<file path="src/rtl/top_multiplier.sv">
// Sequential shift-add unsigned 8x8 multiplier with a three-state FSM.
// Launch at edge N (start in IDLE) -> final product on pp after edge N+8.
// No handshake: start is a level request, held start in DONE does not retrigger.
module top_multiplier (
  input  logic        clk,
  input  logic        reset,
  input  logic        start,
  input  logic [7:0]  in_A,
  input  logic [7:0]  in_B,
  output logic [15:0] pp
);

  typedef enum logic [1:0] {
    IDLE = 2'b00,
    RUN  = 2'b01,
    DONE = 2'b10
  } state_t;

  state_t      state;
  state_t      state_nxt;
  logic [15:0] A_r;
  logic [7:0]  B_r;
  logic [3:0]  cnt;

  // State register; reset overrides any transition, aborting a multiply in flight.
  always_ff @(posedge clk) begin
    if (reset) begin
      state <= IDLE;
    end else begin
      state <= state_nxt;
    end
  end

  // Next-state logic: fixed 8-cycle RUN, DONE waits for start to drop.
  always_comb begin
    state_nxt = state;
    case (state)
      IDLE:    if (start) state_nxt = RUN;
      RUN:     if (cnt == 4'd7) state_nxt = DONE;
      DONE:    if (!start) state_nxt = IDLE;
      default: state_nxt = IDLE;
    endcase
  end

  // Datapath: operands captured at launch, one shift-add step per RUN cycle.
  always_ff @(posedge clk) begin
    if (reset) begin
      A_r <= 16'h0000;
      B_r <= 8'h00;
      cnt <= 4'd0;
      pp  <= 16'h0000;
    end else begin
      case (state)
        IDLE: begin
          if (start) begin
            A_r <= {8'h00, in_A};
            B_r <= in_B;
            cnt <= 4'd0;
            pp  <= 16'h0000;
          end
        end
        RUN: begin
          // Max product is 0xFE01, so the 16-bit sum cannot wrap.
          if (B_r[0]) pp <= pp + A_r;
          A_r <= A_r << 1;
          B_r <= B_r >> 1;
          cnt <= cnt + 4'd1;
        end
        default: begin
          // DONE (and any illegal code) holds every register.
        end
      endcase
    end
  end

endmodule

</file>
<file path="config.mk">
export PLATFORM = sky130hd
export DESIGN_NAME = top_multiplier
export DESIGN_NICKNAME = d
export VERILOG_FILES = /design/src/rtl/top_multiplier.sv
export SDC_FILE = /design/constraint.sdc
export NUM_CORES = 1
export LEC_CHECK = 0
export BUFFER_PORTS_ARGS = -buffer_cell sky130_fd_sc_hd__buf_4
export CAP_MARGIN = 0
export CORE_MARGIN = 4
export CORE_UTILIZATION = 53
export CTS_BUF_LIST = sky130_fd_sc_hd__clkbuf_4 sky130_fd_sc_hd__clkbuf_8
export DETAILED_ROUTE_END_ITERATION = 8
export PLACE_DENSITY = 0.78
export SYNTH_ARGS = -nofsm -noshare
export SYNTH_HDL_FRONTEND = slang
export SYNTH_SLANG_ARGS = --single-unit
</file>
<file path="constraint.sdc">
create_clock -name clk -period 2 [get_ports clk]
set_input_delay 0.3 -clock clk [delete_from_list [all_inputs] [get_ports clk]]
set_output_delay 0.3 -clock clk [all_outputs]
set_load 0.02 [all_outputs]
</file>
* Word level (Yosys, flattened, before mapping)
Cells that the tools add are included.
** Operators by class
- Equal/unequal tests :: 7
- Reductions and logical operators :: 5
- Add/sub/neg operators :: 2
- Mux-type cells :: 13
** Operator list (number)
- 16-bit one-hot mux with 2 select lines :: 2
- 16-bit 2-to-1 mux :: 3
- 16-bit adder :: 1
- 8-bit one-hot mux with 2 select lines :: 1
- 8-bit 2-to-1 mux :: 1
- 2-bit != test (second input constant) :: 4
- 4-bit one-hot mux with 2 select lines :: 1
- 2-bit 2-to-1 mux :: 3
- 2-bit one-hot mux with 3 select lines :: 1
- 3-bit AND reduction :: 2
- 4-bit by 1-bit adder with 4-bit output (second input constant) :: 1
- 4-bit by 3-bit equality test with 1-bit output (second input constant) :: 1
- 4-bit 2-to-1 mux :: 1
- 2-bit by 1-bit equality test with 1-bit output (second input constant) :: 1
- 2-bit equality test (second input constant) :: 1
- 2-bit zero test :: 1
- 2-bit AND reduction :: 1
- 2-bit nonzero test :: 1
** Storage, ports and cells
- Output and inout bits :: 16
- Register bits after elaboration :: 46
- Word-level logic and storage cells :: 32
- Bits of input ports :: 19

* Logic depth before layout (Yosys ltp)
Gate-level depths: netlist of run 1.
- Depth after elaboration :: 3
- Gate-level depth with buffers :: 8
- Depth with buffers taken out :: 8

* Least setup slack after synthesis of run 1
No wires, ideal clock.
- Kind :: register -> register
- Start point :: register pp[7]
- End point :: register pp[14]
- Setup time :: 0.117 ns
- Clock period less this slack :: 2.252 ns
- Buffers on the path :: 0
- Stages on the path, launching flop included :: 7
- Data required time :: 1.883 ns
- Data arrival time :: 2.135 ns
- Path slack :: -0.252 ns
- Cell sequence :: dfxtp_1 -> ha_1 -> a21o_1 -> a221o_1 -> a211o_1 -> or3_1 -> a32o_1
** On the way
- Word-level cells in the longest chain between the ends :: 3
** Ends and longest elaborated chain
- start: declaration :: RTL line 10 : output logic [15:0] pp
- start signal: assignment :: RTL line 64 : if (B_r[0]) pp <= pp + A_r;
- 16-bit adder :: RTL line 64
- 16-bit 2-to-1 mux :: RTL line 64
- 16-bit one-hot mux with 2 select lines :: RTL line 53 : case (state)
No other way between the ends. The select of a mux whose other input is x is not followed.
A chain may end at the register's enable or synchronous reset.

* Worst setup path in the final report of run 1
- Start point :: register A_r[7]
- End point :: register pp[14]
** On the way
- Word-level cells in the longest chain between the ends :: 3
** Ends and longest elaborated chain
- start: declaration :: RTL line 21 : logic [15:0] A_r;
- start signal: assignment :: RTL line 56 : A_r <= {8'h00, in_A};
- start signal: assignment :: RTL line 65 : A_r <= A_r << 1;
- 16-bit adder :: RTL line 64
- 16-bit 2-to-1 mux :: RTL line 64
- 16-bit one-hot mux with 2 select lines :: RTL line 53
No other way between the ends. The select of a mux whose other input is x is not followed.

==> results of run 1 <==
==> routing by layer <==
metal	global-route usage	up-vias	part of all wire
met1	0.277	1196	0.44
met3	0.0410	10	0.057
met2	0.389	95	0.49
met5	0	-	0
met4	0.0616	0	0.012
li1	-	1253	-
==> cell usage in the layout (no fill, tap or decap), types with 7 or more instances in the layout <==
cell type  Yosys  routed
a21oi_1       16      15
a22oi_1       16      16
a311oi_1      12      12
buf_4          0      65
dfxtp_1       46      36
dfxtp_2        0       7
ha_1          16      11
nand2_1       39      39
nor2_1        53      53
o21ai_0        7       7
==> worst min-delay path: stages <==
cell     delay (ns)
buf_4          0.08
a22oi_1        0.05
nor2_1         0.08
==> repair_timing <==
| action | in CTS | in global routing |
|---|---|---|
| resized for setup | 1 | 11 |
| buffers inserted | 0 | 3 |
| pin swaps | 4 | 4 |
| endpoints found under the setup margin | 2 | 5 |
==> kinds of logic after synthesis <==
logic type | synth area share
compound gates | 0.259
fa+ha+maj | 0.0880
simple gates | 0.236
xor+xnor | 0.0210
buf+inv | 0.0285
flops | 0.368
==> sequential cells by signal, summed over array words and instances (netlist names) <==
| register | cells |
|---|---|
| A_r | 16 |
| state | 2 |
| pp | 16 |
| B_r | 8 |
| cnt | 4 |
==> final timing paths <==
kind,from,endpoint,slack [ns],cells past startpoint
max,A_r[7],pp[14],-0.05,6
max reg2reg,A_r[7],pp[14],-0.05,6
min,in_B[7],B_r[7],0.24,3
min reg2reg,B_r[6],B_r[5],0.49,2
==> Yosys cell counts, drive strengths merged, types with 3 or more instances <==
master / count / area share
a211o: 3 / 0.010
nor2b: 8 / 0.020
o21ai: 10 / 0.020
dfxtp: 46 / 0.37
or3: 5 / 0.012
a211oi: 4 / 0.012
ha: 16 / 0.080
a22oi: 16 / 0.048
a21o: 4 / 0.012
inv: 5 / 0.0075
a21oi: 16 / 0.032
nor3: 5 / 0.010
clkbuf: 13 / 0.019
nand3: 5 / 0.010
and2: 4 / 0.010
nor2: 53 / 0.079
a311oi: 12 / 0.042
o21a: 3 / 0.0095
xnor2: 4 / 0.014
nand2b: 3 / 0.0075
nand4: 4 / 0.010
o211ai: 6 / 0.018
nand2: 39 / 0.058
==> final cells by class <==
class | instances | area [um2]
fill | 359 | 1230
sequential | 46 | 941
timing repair buffer | 67 | 519
clock inverter | 3 | 40.0
clock buffer | 5 | 68.8
inverter | 5 | 18.8
tap | 52 | 65.1
multi-input combinational | 245 | 1590
==> power by group <==
| group | total, mW | internal, mW | switching [mW] | leakage (nW) |
|---|---|---|---|---|
| Sequential | 0.977 | 0.947 | 0.0303 | 0.381 |
| Combinational | 0.263 | 0.119 | 0.144 | 0.948 |
| Clock | 0.690 | 0.368 | 0.322 | 0.0579 |
==> impl_metrics.ini, run 1 <==
[synthesis]
synth_area_um2 = 2500
avgSynthCellArea_um2 = 8.08
synth_top_flop_cell = dfxtp_1
ys_warn_count = 0
synth_cell_types = 46
synth_edf_count = 0
netlist_instances = 310
synthArstFlopShare = 0
ys_ff_latch = 46
syn-num-nets = 346
yosysSeqAreaShare = 0.368

[worst_setup_path]
path_class = register to register
critPathLaunchType = register
cp.arrival_ns = 2.25
cpLargestDelayFamily = compound AO/OA/AOI/OAI gates
worst-path-buf-inv = 0
cp.required_ns = 2.21
cp_slowest_cell = dfxtp_2
endpoint_kind = register
slowest_delay_ns = 0.34
cp_max_fo = 3
cp_cell_sequence = ha_4 > a21o_1 > a221o_1 > a211o_1 > or3_1 > a32o_1

[final_layout]
diodes = 0
fin_area_um2 = 3240
drive_gt1_frac = 0.267
nets = 406
fin_util = 0.725
fin_cells = 423
areaGrowthSynthToFinish_pct = 29.5

[timing]
max_freq_mhz = 489
setup_slack_ns = -0.0463
fin_crit_sh = 1.02
worst_hold_slack_ns = 0.239
setup_tns_ns = -0.0463
period_needed_ns = 2.05
report.final.slew_viol_count = 0
setup_violations = 1
finalHoldViolations = 0
slew_headroom = 0.650
tightest_slew_ns = 0.523
rsz0062_at_grt = true
skew_ns = 0.0133

[floorplan]
die_w_um = 76.7
io_pins = 35
initial_utilization = 0.560
coreArea_um2 = 4470
die_h_um = 76.7
rows = 24
die_area_um2 = 5890

[clock_network]
clk_transition_reported_paths_ns = 0.10
cts_made_buffers = 5
cts_root_buf = clkbuf_8
cts_tree = built
clk-insertion-delay-late_ns = 0.30
cts_htree_levels = 2
cts_hold_buf = 0
cts_num_sinks = 46
clock_path_buffers = 2

[placed_design]
routabilityCongestion = 0.893
placedCellCount = 412
dp_hpwl_um = 4660
pre_cts_slack_ns = -0.0880
numPortBuffers = 34
placed_cell_area_um2 = 3070

[global_route]
overflow = 0
antenna_found_initial = 0
grt_usage = 0.222
grt_first_pass_wirelength_um = 10900
grt_max_degree = 43
grt_pass1_vias = 2396

[route]
drtIter0Drc = 179
vias = 2554
drc = 0
firstDrtPassIters = 5
via_per_inst = 6.04
post_drt_wl_per_cell_um = 15.3
wirelength_um = 6490
detail-route-antenna-nets = 0

[power_and_ir_drop]
power.density_nw_per_um2 = 595
p_leak_nw = 1.39
ir_drop_v = 0.000463
power_mw = 1.93

[min_path]
min_path_type = input port to register

[outcome]
outcome = finished with violations
failed_checks = setup timing

[job]
cap_violations = 0
(Power assumes the default switching activity.)
==> run 2, diff against run 1 <==
--- a/config.mk
+++ b/config.mk
@@ -7,6 +7,7 @@
 export LEC_CHECK = 0
 export BUFFER_PORTS_ARGS = -buffer_cell sky130_fd_sc_hd__buf_4
 export CAP_MARGIN = 0
+export CORE_ASPECT_RATIO = 1.5
 export CORE_MARGIN = 4
 export CORE_UTILIZATION = 53
 export CTS_BUF_LIST = sky130_fd_sc_hd__clkbuf_4 sky130_fd_sc_hd__clkbuf_8
==> run 2 against run 1 <==
- the run still ends with setup timing left
- core utilization decreased by 0.20 points
- clock power about the same
- hold slack improved by 0.0064 ns
- flip-flop and latch count unchanged
- highest routed layer unchanged
- clock-buffer cell count unchanged
==> impl_metrics.ini, run 2 (same netlist as run 1, synthesis figures left out) <==
[outcome]
outcome = finished with violations
failed_checks = setup timing

[global_route]
antenna_found_initial = 0
grt_usage = 0.231
grt_pass1_vias = 2452
grt_first_pass_wirelength_um = 10900
grt_max_degree = 43
overflow = 0

[floorplan]
rows = 30
coreArea_um2 = 4540
initial_utilization = 0.551
die_area_um2 = 5910
die_h_um = 92.2
die_w_um = 64.1
io_pins = 35

[worst_setup_path]
cp.required_ns = 2.20
cp.arrival_ns = 2.25
endpoint_kind = register
cp_max_fo = 2
critPathLaunchType = register
path_class = register to register

[route]
detail-route-antenna-nets = 0
drtIter0Drc = 175
wirelength_um = 6550
firstDrtPassIters = 4
via_per_inst = 5.77
drc = 0
post_drt_wl_per_cell_um = 15.0
vias = 2523

[timing]
report.final.slew_viol_count = 0
tightest_slew_ns = 0.507
worst_hold_slack_ns = 0.245
max_freq_mhz = 489
rsz0062_at_grt = true
finalHoldViolations = 0
slew_headroom = 0.659
setup_violations = 1
setup_slack_ns = -0.0450
period_needed_ns = 2.04
fin_crit_sh = 1.02
skew_ns = 0.00445

[final_layout]
areaGrowthSynthToFinish_pct = 31.1
nFillCells = 338
final_common_cell = buf_4
layout.cells.most_common_list = buf_4 (68), nor2_1 (53), nand2_1 (39)
diodes = 0
multi_input_comb_area_um2 = 1610
fin_area_um2 = 3280
regArea_um2 = 945
top_regs = A_r x16, pp x16, B_r x8
drive_gt1_frac = 0.290
nets = 408
fin_util = 0.723

[power_and_ir_drop]
ir_drop_v = 0.000642
p_leak_nw = 1.40
power.density_nw_per_um2 = 588

[clock_network]
cts_tree = built
cts_hold_buf = 0
cts_htree_levels = 2
cts_num_sinks = 46
clock_path_buffers = 2
clk_transition_reported_paths_ns = 0.09
clk-insertion-delay-late_ns = 0.30
cts_root_buf = clkbuf_8
cts_made_buffers = 5

[min_path]
min_path_type = input port to register

[placed_design]
routabilityCongestion = 0.974
numPortBuffers = 34
dp_hpwl_um = 4700
placed_cell_area_um2 = 3080

[job]
cap_violations = 0
run 2: cell count changes in the layout (fill, tap and decap cells not counted):
cell | previous run | this run
buf_4 | 65 | 68
dfxtp_1 | 36 | 33
dfxtp_2 | 7 | 10
a211oi_1 | 3 | 1
a211oi_2 | 1 | 3
a21oi_1 | 15 | 14
a21oi_2 | 1 | 2
buf_12 | 1 | 0
o21ai_0 | 7 | 6
o21ai_1 | 3 | 4
o31ai_1 | 2 | 1
o31ai_2 | 0 | 1
run 2: critical path, cell delays in order (launching register included):
cell and delay, ns:
dfxtp_2 0.34, ha_4 0.23, a21o_1 0.20, a221o_1 0.33, a211o_1 0.27, or3_1 0.35
a32o_1 0.22
run 2: worst paths after layout:
check                              from     end  slack [ns]  cells past startpoint
worst min register to register   B_r[2]  B_r[1]        0.49                      2
worst max-delay path             A_r[7]  pp[14]       -0.04                      6
worst max register to register   A_r[7]  pp[14]       -0.04                      6
worst min-delay path            in_B[7]  B_r[7]        0.24                      3
run 2: metrics by stage:
stage | setup WS (ns) | total power, mW | cells | setup TNS [ns]
floorplan | -0.0735 | 1.15 | 310 | -0.0735
global placement | -0.0490 | 1.24 | 425 | -0.0491
detailed placement | -0.0964 | 1.25 | 425 | -0.147
CTS | -0.0268 | 1.94 | 436 | -0.0268
global route | -0.127 | 2.02 | 437 | -0.179
finish | -0.0450 | 1.93 | 437 | -0.0450
run 2: layer usage:
layer  track usage  routed length [um]  up-vias
li1              -                   -     1261
met1         0.247                2690     1178
met2         0.428                3460       66
met3        0.0343                 208       18
met4         0.113                 191        0
met5             0                   0        -
run 2: power breakdown:
part           leakage [nW]  switching, mW  internal, mW
combinational         0.958          0.145         0.118
clock                0.0579          0.324         0.368
sequential            0.382         0.0284         0.947
run 2: final cells by class:
| class | count | area share |
|---|---|---|
| Multi-Input combinational cell | 245 | 0.490 |
| Inverter | 5 | 0.00572 |
| Clock inverter | 3 | 0.0122 |
| Timing Repair Buffer | 69 | 0.159 |
| Clock buffer | 5 | 0.0210 |
| Sequential cell | 46 | 0.288 |
| Tap cell | 64 | 0.0244 |
run 2: what timing repair did:
item                       4_1_cts  5_1_grt
resized for setup               11        9
setup endpoints to repair        3        7
setup buffers                    3        1
pin swaps                       12       11
